<file path="config.mk">
export PLATFORM = sky130hd
export DESIGN_NAME = uart_rx_param
export DESIGN_NICKNAME = d
export VERILOG_FILES = /design/src/rtl/uart_rx_pkg.sv /design/src/rtl/uart_rx_sync.sv /design/src/rtl/uart_rx_param.sv
export SDC_FILE = /design/constraint.sdc
export NUM_CORES = 1
export LEC_CHECK = 0
export BUFFER_PORTS_ARGS = -buffer_cell sky130_fd_sc_hd__buf_2
export CAP_MARGIN = 30
export CORE_ASPECT_RATIO = 1.2
export CORE_MARGIN = 4
export CORE_UTILIZATION = 50
export CTS_CLUSTER_SIZE = 30
export DETAILED_ROUTE_END_ITERATION = 10
export PLACE_DENSITY = 0.82
export SLEW_MARGIN = 20
export SYNTH_ARGS = -nofsm -noshare
export SYNTH_HDL_FRONTEND = slang
export SYNTH_HIERARCHICAL = 1
export SYNTH_SLANG_ARGS = --single-unit
export TNS_END_PERCENT = 100
</file>
<file path="constraint.sdc">
create_clock -name clk -period 1.65 [get_ports clk]
set_input_delay 0 -clock clk [delete_from_list [all_inputs] [get_ports clk]]
set_output_delay 0 -clock clk [all_outputs]
set_load 0.02 [all_outputs]
</file>
<file path="src/rtl/uart_rx_pkg.sv">
// Shared definitions for the parametrised UART receiver: FSM state encoding
// and the helper used to size the bit-period and bit-index counters.
package uart_rx_pkg;

    typedef enum logic [2:0] {
        ST_IDLE   = 3'd0,
        ST_START  = 3'd1,
        ST_DATA   = 3'd2,
        ST_PARITY = 3'd3,
        ST_STOP   = 3'd4
    } state_t;

    // Smallest legal frame geometry the receiver is designed for.
    localparam int MIN_CLKS_PER_BIT = 3;
    localparam int MIN_DATA_BITS    = 5;
    localparam int MAX_DATA_BITS    = 9;

    // Counter width able to hold 0..n-1; never narrower than one bit.
    function automatic int count_width(input int n);
        return (n < 2) ? 1 : $clog2(n);
    endfunction

endpackage

</file>
<file path="src/rtl/uart_rx_sync.sv">
// Two-flop synchroniser for the asynchronous rx line plus a registered copy
// of the synchronised value used to detect a 1->0 (start-bit) edge.
module uart_rx_sync (
    input  logic clk,
    input  logic rst_n,
    input  logic rx,
    output logic rx_sync,
    output logic rx_fall
);

    logic meta_q;
    logic sync_q;
    logic prev_q;

    // Synchroniser chain and edge-history flop.
    // NOTE: reset to 1 (line idle level) so leaving reset never looks like a start edge.
    always_ff @(posedge clk or negedge rst_n) begin
        if (!rst_n) begin
            meta_q <= 1'b1;
            sync_q <= 1'b1;
            prev_q <= 1'b1;
        end else begin
            // NOTE: non-blocking assignments make each flop sample the previous stage's old value.
            meta_q <= rx;
            sync_q <= meta_q;
            prev_q <= sync_q;
        end
    end

    assign rx_sync = sync_q;
    assign rx_fall = prev_q & ~sync_q;

endmodule

</file>
<file path="src/rtl/uart_rx_param.sv">
// Parametrised UART receiver: oversamples rx, deframes start/data/[parity]/stop
// and hands words to the consumer over a valid/ready port with per-word
// frame/parity flags and a sticky overrun flag.
// Optional feature macro: UART_RX_PARITY_EN (one parity bit between data and stop).
module uart_rx_param
    import uart_rx_pkg::*;
#(
    parameter int DATA_BITS    = 8,
    parameter int CLKS_PER_BIT = 5,
    parameter int PARITY_ODD   = 0
) (
    input  logic                 clk,
    input  logic                 rst_n,
    input  logic                 rx,
    output logic [DATA_BITS-1:0] rx_data,
    output logic                 rx_valid,
    input  logic                 rx_ready,
    output logic                 frame_err,
    output logic                 parity_err,
    output logic                 overrun,
    output logic                 busy
);

`ifdef UART_RX_PARITY_EN
    localparam logic PAR_EN = 1'b1;
`else
    localparam logic PAR_EN = 1'b0;
`endif

    localparam int CNT_W = count_width(CLKS_PER_BIT);
    localparam int IDX_W = count_width(DATA_BITS);

    // Start bit is checked near its middle; later bits one full period apart.
    localparam logic [CNT_W-1:0] CNT_MID  = CNT_W'((CLKS_PER_BIT - 1) / 2);
    localparam logic [CNT_W-1:0] CNT_LAST = CNT_W'(CLKS_PER_BIT - 1);
    localparam logic [IDX_W-1:0] IDX_LAST = IDX_W'(DATA_BITS - 1);
    localparam logic             ODD      = (PARITY_ODD != 0);

    logic rx_s;
    logic rx_fall;

    uart_rx_sync u_sync (
        .clk     (clk),
        .rst_n   (rst_n),
        .rx      (rx),
        .rx_sync (rx_s),
        .rx_fall (rx_fall)
    );

    state_t               state_q, state_d;
    logic [CNT_W-1:0]     cnt_q, cnt_d;
    logic [IDX_W-1:0]     idx_q, idx_d;
    logic [DATA_BITS-1:0] shift_q, shift_d;
    logic                 done_q, done_d;
    logic                 ferr_q, ferr_d;
    logic                 perr_q, perr_d;

    logic                 parity_err_q;
    logic                 handshake;

    // Frame FSM, counters and shift register: state registers.
    always_ff @(posedge clk or negedge rst_n) begin
        if (!rst_n) begin
            state_q <= ST_IDLE;
            cnt_q   <= '0;
            idx_q   <= '0;
            shift_q <= '0;
            done_q  <= 1'b0;
            ferr_q  <= 1'b0;
            perr_q  <= 1'b0;
        end else begin
            state_q <= state_d;
            cnt_q   <= cnt_d;
            idx_q   <= idx_d;
            shift_q <= shift_d;
            done_q  <= done_d;
            ferr_q  <= ferr_d;
            perr_q  <= perr_d;
        end
    end

    // Frame FSM next-state logic: walks start/data/[parity]/stop and flags completion.
    always_comb begin
        // NOTE: every signal gets a default first, so no path through the case infers a latch.
        state_d = state_q;
        cnt_d   = cnt_q;
        idx_d   = idx_q;
        shift_d = shift_q;
        done_d  = 1'b0;
        ferr_d  = ferr_q;
        perr_d  = perr_q;

        case (state_q)
            ST_IDLE: begin
                // Only a real 1->0 edge starts a frame; a line stuck low is ignored.
                if (rx_fall) begin
                    state_d = ST_START;
                    cnt_d   = '0;
                end
            end

            ST_START: begin
                if (cnt_q == CNT_MID) begin
                    if (rx_s) begin
                        state_d = ST_IDLE;   // glitch: line back high mid start bit
                    end else begin
                        state_d = ST_DATA;
                        cnt_d   = '0;
                        idx_d   = '0;
                        perr_d  = 1'b0;
                    end
                end else begin
                    cnt_d = cnt_q + 1'b1;
                end
            end

            ST_DATA: begin
                if (cnt_q == CNT_LAST) begin
                    cnt_d   = '0;
                    shift_d = {rx_s, shift_q[DATA_BITS-1:1]};   // LSB arrives first
                    if (idx_q == IDX_LAST) begin
                        state_d = PAR_EN ? ST_PARITY : ST_STOP;
                    end else begin
                        idx_d = idx_q + 1'b1;
                    end
                end else begin
                    cnt_d = cnt_q + 1'b1;
                end
            end

            ST_PARITY: begin
                if (cnt_q == CNT_LAST) begin
                    cnt_d   = '0;
                    perr_d  = rx_s != ((^shift_q) ^ ODD);
                    state_d = ST_STOP;
                end else begin
                    cnt_d = cnt_q + 1'b1;
                end
            end

            ST_STOP: begin
                // Return to IDLE on the sample itself so a back-to-back start edge is seen.
                if (cnt_q == CNT_LAST) begin
                    cnt_d   = '0;
                    ferr_d  = ~rx_s;
                    done_d  = 1'b1;
                    state_d = ST_IDLE;
                end else begin
                    cnt_d = cnt_q + 1'b1;
                end
            end

            default: begin
                state_d = ST_IDLE;
            end
        endcase
    end

    assign handshake = rx_valid & rx_ready;

    // Output register: loads a completed word unless the previous one is still pending.
    always_ff @(posedge clk or negedge rst_n) begin
        if (!rst_n) begin
            rx_data      <= '0;
            rx_valid     <= 1'b0;
            frame_err    <= 1'b0;
            parity_err_q <= 1'b0;
            overrun      <= 1'b0;
        end else if (done_q) begin
            if (!rx_valid || rx_ready) begin
                // Empty slot, or the old word leaves this cycle: take the new one.
                rx_data      <= shift_q;
                rx_valid     <= 1'b1;
                frame_err    <= ferr_q;
                parity_err_q <= perr_q;
            end else begin
                overrun <= 1'b1;        // keep the old word, drop the new one
            end
        end else if (handshake) begin
            rx_valid <= 1'b0;
            overrun  <= 1'b0;
        end
    end

    assign parity_err = PAR_EN ? parity_err_q : 1'b0;
    assign busy       = (state_q != ST_IDLE);

endmodule

</file>
Word level (Yosys, flattened, before mapping). Cells that the tools add are included.

Muxes and demuxes: 24. Bitwise operators: 3. Equality and inequality tests: 18. $add $sub $neg: 2. Reduce and logical (&&, ||, !) cells: 16.

Operators by type and width (number): two-way mux 3 bit (13); != test 2 bit (second input constant) (9); one-hot mux 3 bit (5 select lines) (1); AND reduction 2 bit (5); == test 3 x 2 -> 1 bit (second input constant) (3); == test 3 bit (second input constant) (3); one-hot mux 3 bit (3 select lines) (1); two-way mux 1 bit (7); adder 3 x 1 -> 3 bit (second input constant) (2); one-hot mux 3 bit (2 select lines) (1); AND reduction 6 bit (1); nonzero test 3 bit (2); AND reduction 5 bit (1); nonzero test 2 bit (2); == test 3 x 1 -> 1 bit (second input constant) (1); zero test 3 bit (1); != test 3 bit (second input constant) (1); AND reduction 3 bit (1); OR reduction 3 bit (1); bitwise AND 1 bit (2); two-way mux 2 bit (1); != test 2 x 1 -> 1 bit (second input constant) (1); zero test 1 bit (1); logical OR 1 bit (1); inverter 1 bit (1).

Logic and storage cells: 76. Register bits after elaboration: 33. Output and inout port bits: 13. Bits of input ports: 4.

Logic depth before layout (Yosys ltp).
Depth in word-level cells: 4. Gate-level depth with buffers: 6. Mapped depth without buffers: 6.

Modules after synthesis. The synthesis kept the hierarchy.

Modules (own cells, without submodules): uart_rx_param (cells an instance 108, sequential area each 750.7 µm², area an instance 1381.3 µm², times used 1); uart_rx_sync (cells an instance 4, sequential area each 78.8 µm², area an instance 92.6 µm², times used 1).

Worst setup path after synthesis. No wires, ideal clock.

Path kind: reg-to-reg. Start: register cnt_q[0]. End: register shift_q[0]. Buffers on the path: 0. Path slack: -0.013 ns. Cell stages (with the launch flop): 6. Arrival time: 1.538 ns. Library setup time: 0.125 ns. Required time: 1.525 ns. Period minus slack after synthesis: 1.663 ns. Cell sequence: dfrtp_1 -> inv_1 -> ha_1 -> nand2_1 -> nor3_4 -> mux2_2.

Longest elaborated chain between the ends: 2.

RTL lines: from (decl) (line uart_rx_param.sv:51) `logic [CNT_W-1:0] cnt_q, cnt_d;`; from (signal assigned) (line uart_rx_param.sv:73) `cnt_q <= cnt_d;`; == test 3 bit (line uart_rx_param.sv:118) `if (cnt_q == CNT_LAST) begin`; AND reduction 2 bit (no line); to (signal assigned) (line uart_rx_param.sv:75) `shift_q <= shift_d;`; to (decl) (line uart_rx_param.sv:53) `logic [DATA_BITS-1:0] shift_q, shift_d;`.

Every way passes these cells. A chain may end at the register's enable or synchronous reset.

Worst setup path in the final report.
Start: register idx_q[0]. End: register idx_q[0].

Longest elaborated chain between the ends: 4. Elaborated cells on any way between the ends: 7. Those cells by class: 1 x add/sub; 2 x eq/ne; 3 x mux; 1 x reduce/logical.

RTL lines: from (decl) (line uart_rx_param.sv:52) `logic [IDX_W-1:0] idx_q, idx_d;`; from (signal assigned) (line uart_rx_param.sv:74) `idx_q <= idx_d;`; adder 3 x 1 -> 3 bit (line uart_rx_param.sv:124) `idx_d = idx_q + 1'b1;`; two-way mux 3 bit (line uart_rx_param.sv:121) `if (idx_q == IDX_LAST) begin`; two-way mux 3 bit (line uart_rx_param.sv:118); one-hot mux 3 bit (2 select lines) (line uart_rx_param.sv:93) `case (state_q)`.

Several ways; a longest one is shown, not always the timed one. The select of a mux whose other input is x is not followed.

==> key figures <==
Clocking
  • Inserted Clock Buffers: 5
  • Clock-pin slew on the worst setup and hold paths: around 100 ps
  • Root Buffer: clkbuf_4
  • Clock sinks: 33
  • CTS tree: yes
  • H-tree Lvls: 2
  • Clk Latency, worst-skew pair: about 340 ps
  • Clock Path Buffers: 2

Setup path
  • Critical Path AT: around 1800 ps
  • Critical path's top delay family: adder cells
  • Highest-delay cell along the critical path: dfrtp_1
  • CP endpoint kind: flop
  • Worst path bufs/invs: 0
  • CP Cell Sequence: ha_1 -> ha_2 -> nor4_4 -> nor2_2 -> mux2_2
  • CP required: about 1900 ps
  • Setup crit start kind: flop
  • CP Class: flop to flop
  • Crit-path max FO: 3
  • Slowest cell delay on critical path: 400 ps

Power
  • Post-layout power: between 2000 and 2500 uW
  • Max VDD drop: between 0.001 and 0.0015 V
  • Clk network pwr share: 20.2%
  • Reg power frac: 47.5%
  • Int Pwr: 1432 uW
  • Sw frac: between 30% and 40%
  • Comb power frac: about 32%
  • Power Dens Cells: 1262 nW/um^2
  • Leak: 0.0008802 uW
  • P_sw: about 740 uW

Logic synthesis
  • Mapped cell area: 1474 sq um
  • Ys flop type: dfrtp_1
  • FF+latch count, synth: 33
  • Post-synthesis sequential area ratio: 56.28%
  • Async SR Flop Fraction: 100.0%
  • Post-Synthesis Cells: 112
  • Post-synth EDFFs: 0
  • Net Count, Synth: 121
  • Synth warn: 6
  • Avg Inst Size Synth: 13.16 sq um
  • Synth unique cells: 33

Place
  • Placed Instances: 164
  • Dpl hpwl: approximately 1.9 mm
  • Place WS: -5.038 ps
  • Port buffer count: 15
  • GPL Wtd Cong: ~0.80

Layout
  • Final nets: 150
  • Sequential Area: 829.5 sq um
  • Diodes inserted: 0
  • Share of cells above drive strength 1: 45.07%
  • Cell Count, Final, Fillers Out: around 180
  • Area of the multi-input gates: 593.1 sq um
  • Final Util: 61.33%
  • FILL cells: 219
  • Synthesis-to-layout area growth: 16.98%

Global route
  • All-Layer GR Usage: 15.58%
  • Largest net degree at the start of global routing: 34
  • Grt total ovfl: 0
  • Vias in the first global route: about 1.0k
  • Initial antenna violation count: 0
  • First-pass GRT wire length: 4.443 mm

Timing
  • Slew headroom: 52.26%
  • Final Hold Slack: 239.9 ps
  • Worst-Margin Slew: 716.1 ps
  • Final Max Tran Viols: 0
  • Fmax: roughly 630 MHz
  • Final critical-path setup slack: 53.43 ps
  • Setup Viol. Count Final: 0
  • Fin crit period: 1597 ps
  • Final Hold Vio Count: 0
  • Clk_skew: 2.168 ps
  • Final period utilization: 96.76%

Die
  • Die Ht: slightly below 70 microns
  • Row count: 21
  • Ports: 17
  • Width of the die: 57.57 microns
  • Die area: 3884 sq um
  • Initial Utilization: a little over half
  • Core footprint: 2811 sq um

Detailed routing
  • Final wirelength: 2.651 mm
  • Number of detailed-route iterations in the first pass: 4
  • Iteration-0 DRC Markers: 36
  • DR vias: around 950
  • Residual DRC count: 0
  • Drt wl/cell: 15.06 microns
  • Final ANT Viol Nets: 0
  • Drt via density: 5.386

Job
  • Max-Cap Viols: 0

Min path
  • Hold/Removal Path Class: primary input to async pin

Outcome
  • Status: complete, no violations
-- final timing paths --
kind / startpoint / end / slack (ps) / depth (start not counted)
max: idx_q[0] / idx_q[0] / 50 / 5
min: rst_n / rx_data[1] / 240 / 2
max reg2reg: idx_q[0] / idx_q[0] / 50 / 5
min reg2reg: u_sync/meta_q / u_sync/rx_sync / 360 / 0
max in group asynchronous: rst_n / state_q[0] / 950 / 2
min in group clk: rx / u_sync/meta_q / 290 / 2
-- layout by cell type, fill, tap and decap left out, types with 2 or more instances in the layout --
master / netlist / final
a21oi_1: 2 / 2
a22o_1: 3 / 3
buf_2: 1 / 15
buf_4: 3 / 8
clkbuf_4: 0 / 5
clkinv_2: 0 / 2
dfrtp_1: 30 / 30
dfstp_2: 3 / 3
dlygate4sd3_1: 0 / 3
ha_1: 5 / 3
ha_2: 0 / 2
inv_1: 6 / 5
mux2_2: 19 / 19
nand2_1: 6 / 5
nand2b_1: 5 / 5
nand3_1: 2 / 2
nor2_1: 3 / 2
nor3_1: 2 / 2
o21ai_0: 4 / 4
-- layer usage --
| metal | GRT usage (%) | vias to the layer above | part of all wire, % |
|---|---|---|---|
| met5 | 0 | - | 0 |
| met4 | 9.565 | 0 | 2.0 |
| met3 | 4.207 | 5 | 5.1 |
| met2 | 28.81 | 22 | 55 |
| met1 | 15.26 | 471 | 38 |
| li1 | - | 450 | - |
-- sequential cells by signal, summed over array words and instances, names as in the netlist --
| name | cells |
|---|---|
| rx_data | 8 |
| overrun | 1 |
| shift_q | 8 |
| rx_valid | 1 |
| frame_err | 1 |
| u_sync/prev_q | 1 |
| state_q | 3 |
| idx_q | 3 |
| u_sync/rx_sync | 1 |
| cnt_q | 3 |
| u_sync/meta_q | 1 |
| ferr_q | 1 |
| done_q | 1 |
-- what timing repair did --
action	4_1_cts	5_1_grt
hold buffers	3	0
buffers inserted	0	1
gates resized for setup	0	4
hold endpoints to repair	33	0
setup endpoints to repair	4	2
pin swaps	1	3
-- power groups by stage --
stage | Sequential, uW | Combinational (uW) | Clock [uW]
after CTS | 1030 | 693 | 443
after global placement | 1030 | 647 | 0
after detailed placement | 1040 | 683 | 0
final | 1030 | 703 | 439
after floorplan | 972 | 564 | 0
after global routing | 1040 | 781 | 485
-- cell type report --
type                       count  share of cell area, %
timing repair buffer          27                  10.74
clock buffer                   6                  2.395
tap                           34                  2.467
inverter                       6                  1.306
multi-input combinational     68                  34.40
sequential                    33                  48.11
clock inverter                 2                 0.5806
-- stage by stage --
| step | setup TNS (ps) | instance area, sq um |
|---|---|---|
| final | 0 | 1724 |
| after global routing | -4.799 | 1724 |
| after CTS | 0 | 1709 |
| after detailed placement | -5.038 | 1628 |
| after global placement | 0 | 1628 |
| after floorplan | 0 | 1476 |
-- cells by family after synthesis --
group | Yosys count | synth area share [%]
DFF | 33 | 56.28
and+or+nand+nor | 25 | 11.88
muxes | 19 | 14.52
AOI/OAI and AO/OA | 18 | 8.661
buffers and inverters | 11 | 4.159
adders and majority gates | 5 | 4.244
other | 1 | 0.2544
-- synthesized netlist by cell type (2+ instances only) --
cell type	count	share of area [%]
dfrtp_1	30	51
mux2_2	19	15
inv_1	6	1.5
nand2_1	6	1.5
ha_1	5	4.2
nand2b_1	5	2.1
o21ai_0	4	1.4
a22o_1	3	1.8
buf_4	3	1.5
dfstp_2	3	5.3
nor2_1	3	0.76
a21oi_1	2	0.68
nand3_1	2	0.68
nor3_1	2	0.68
Power figures use the tool's default switching activity.
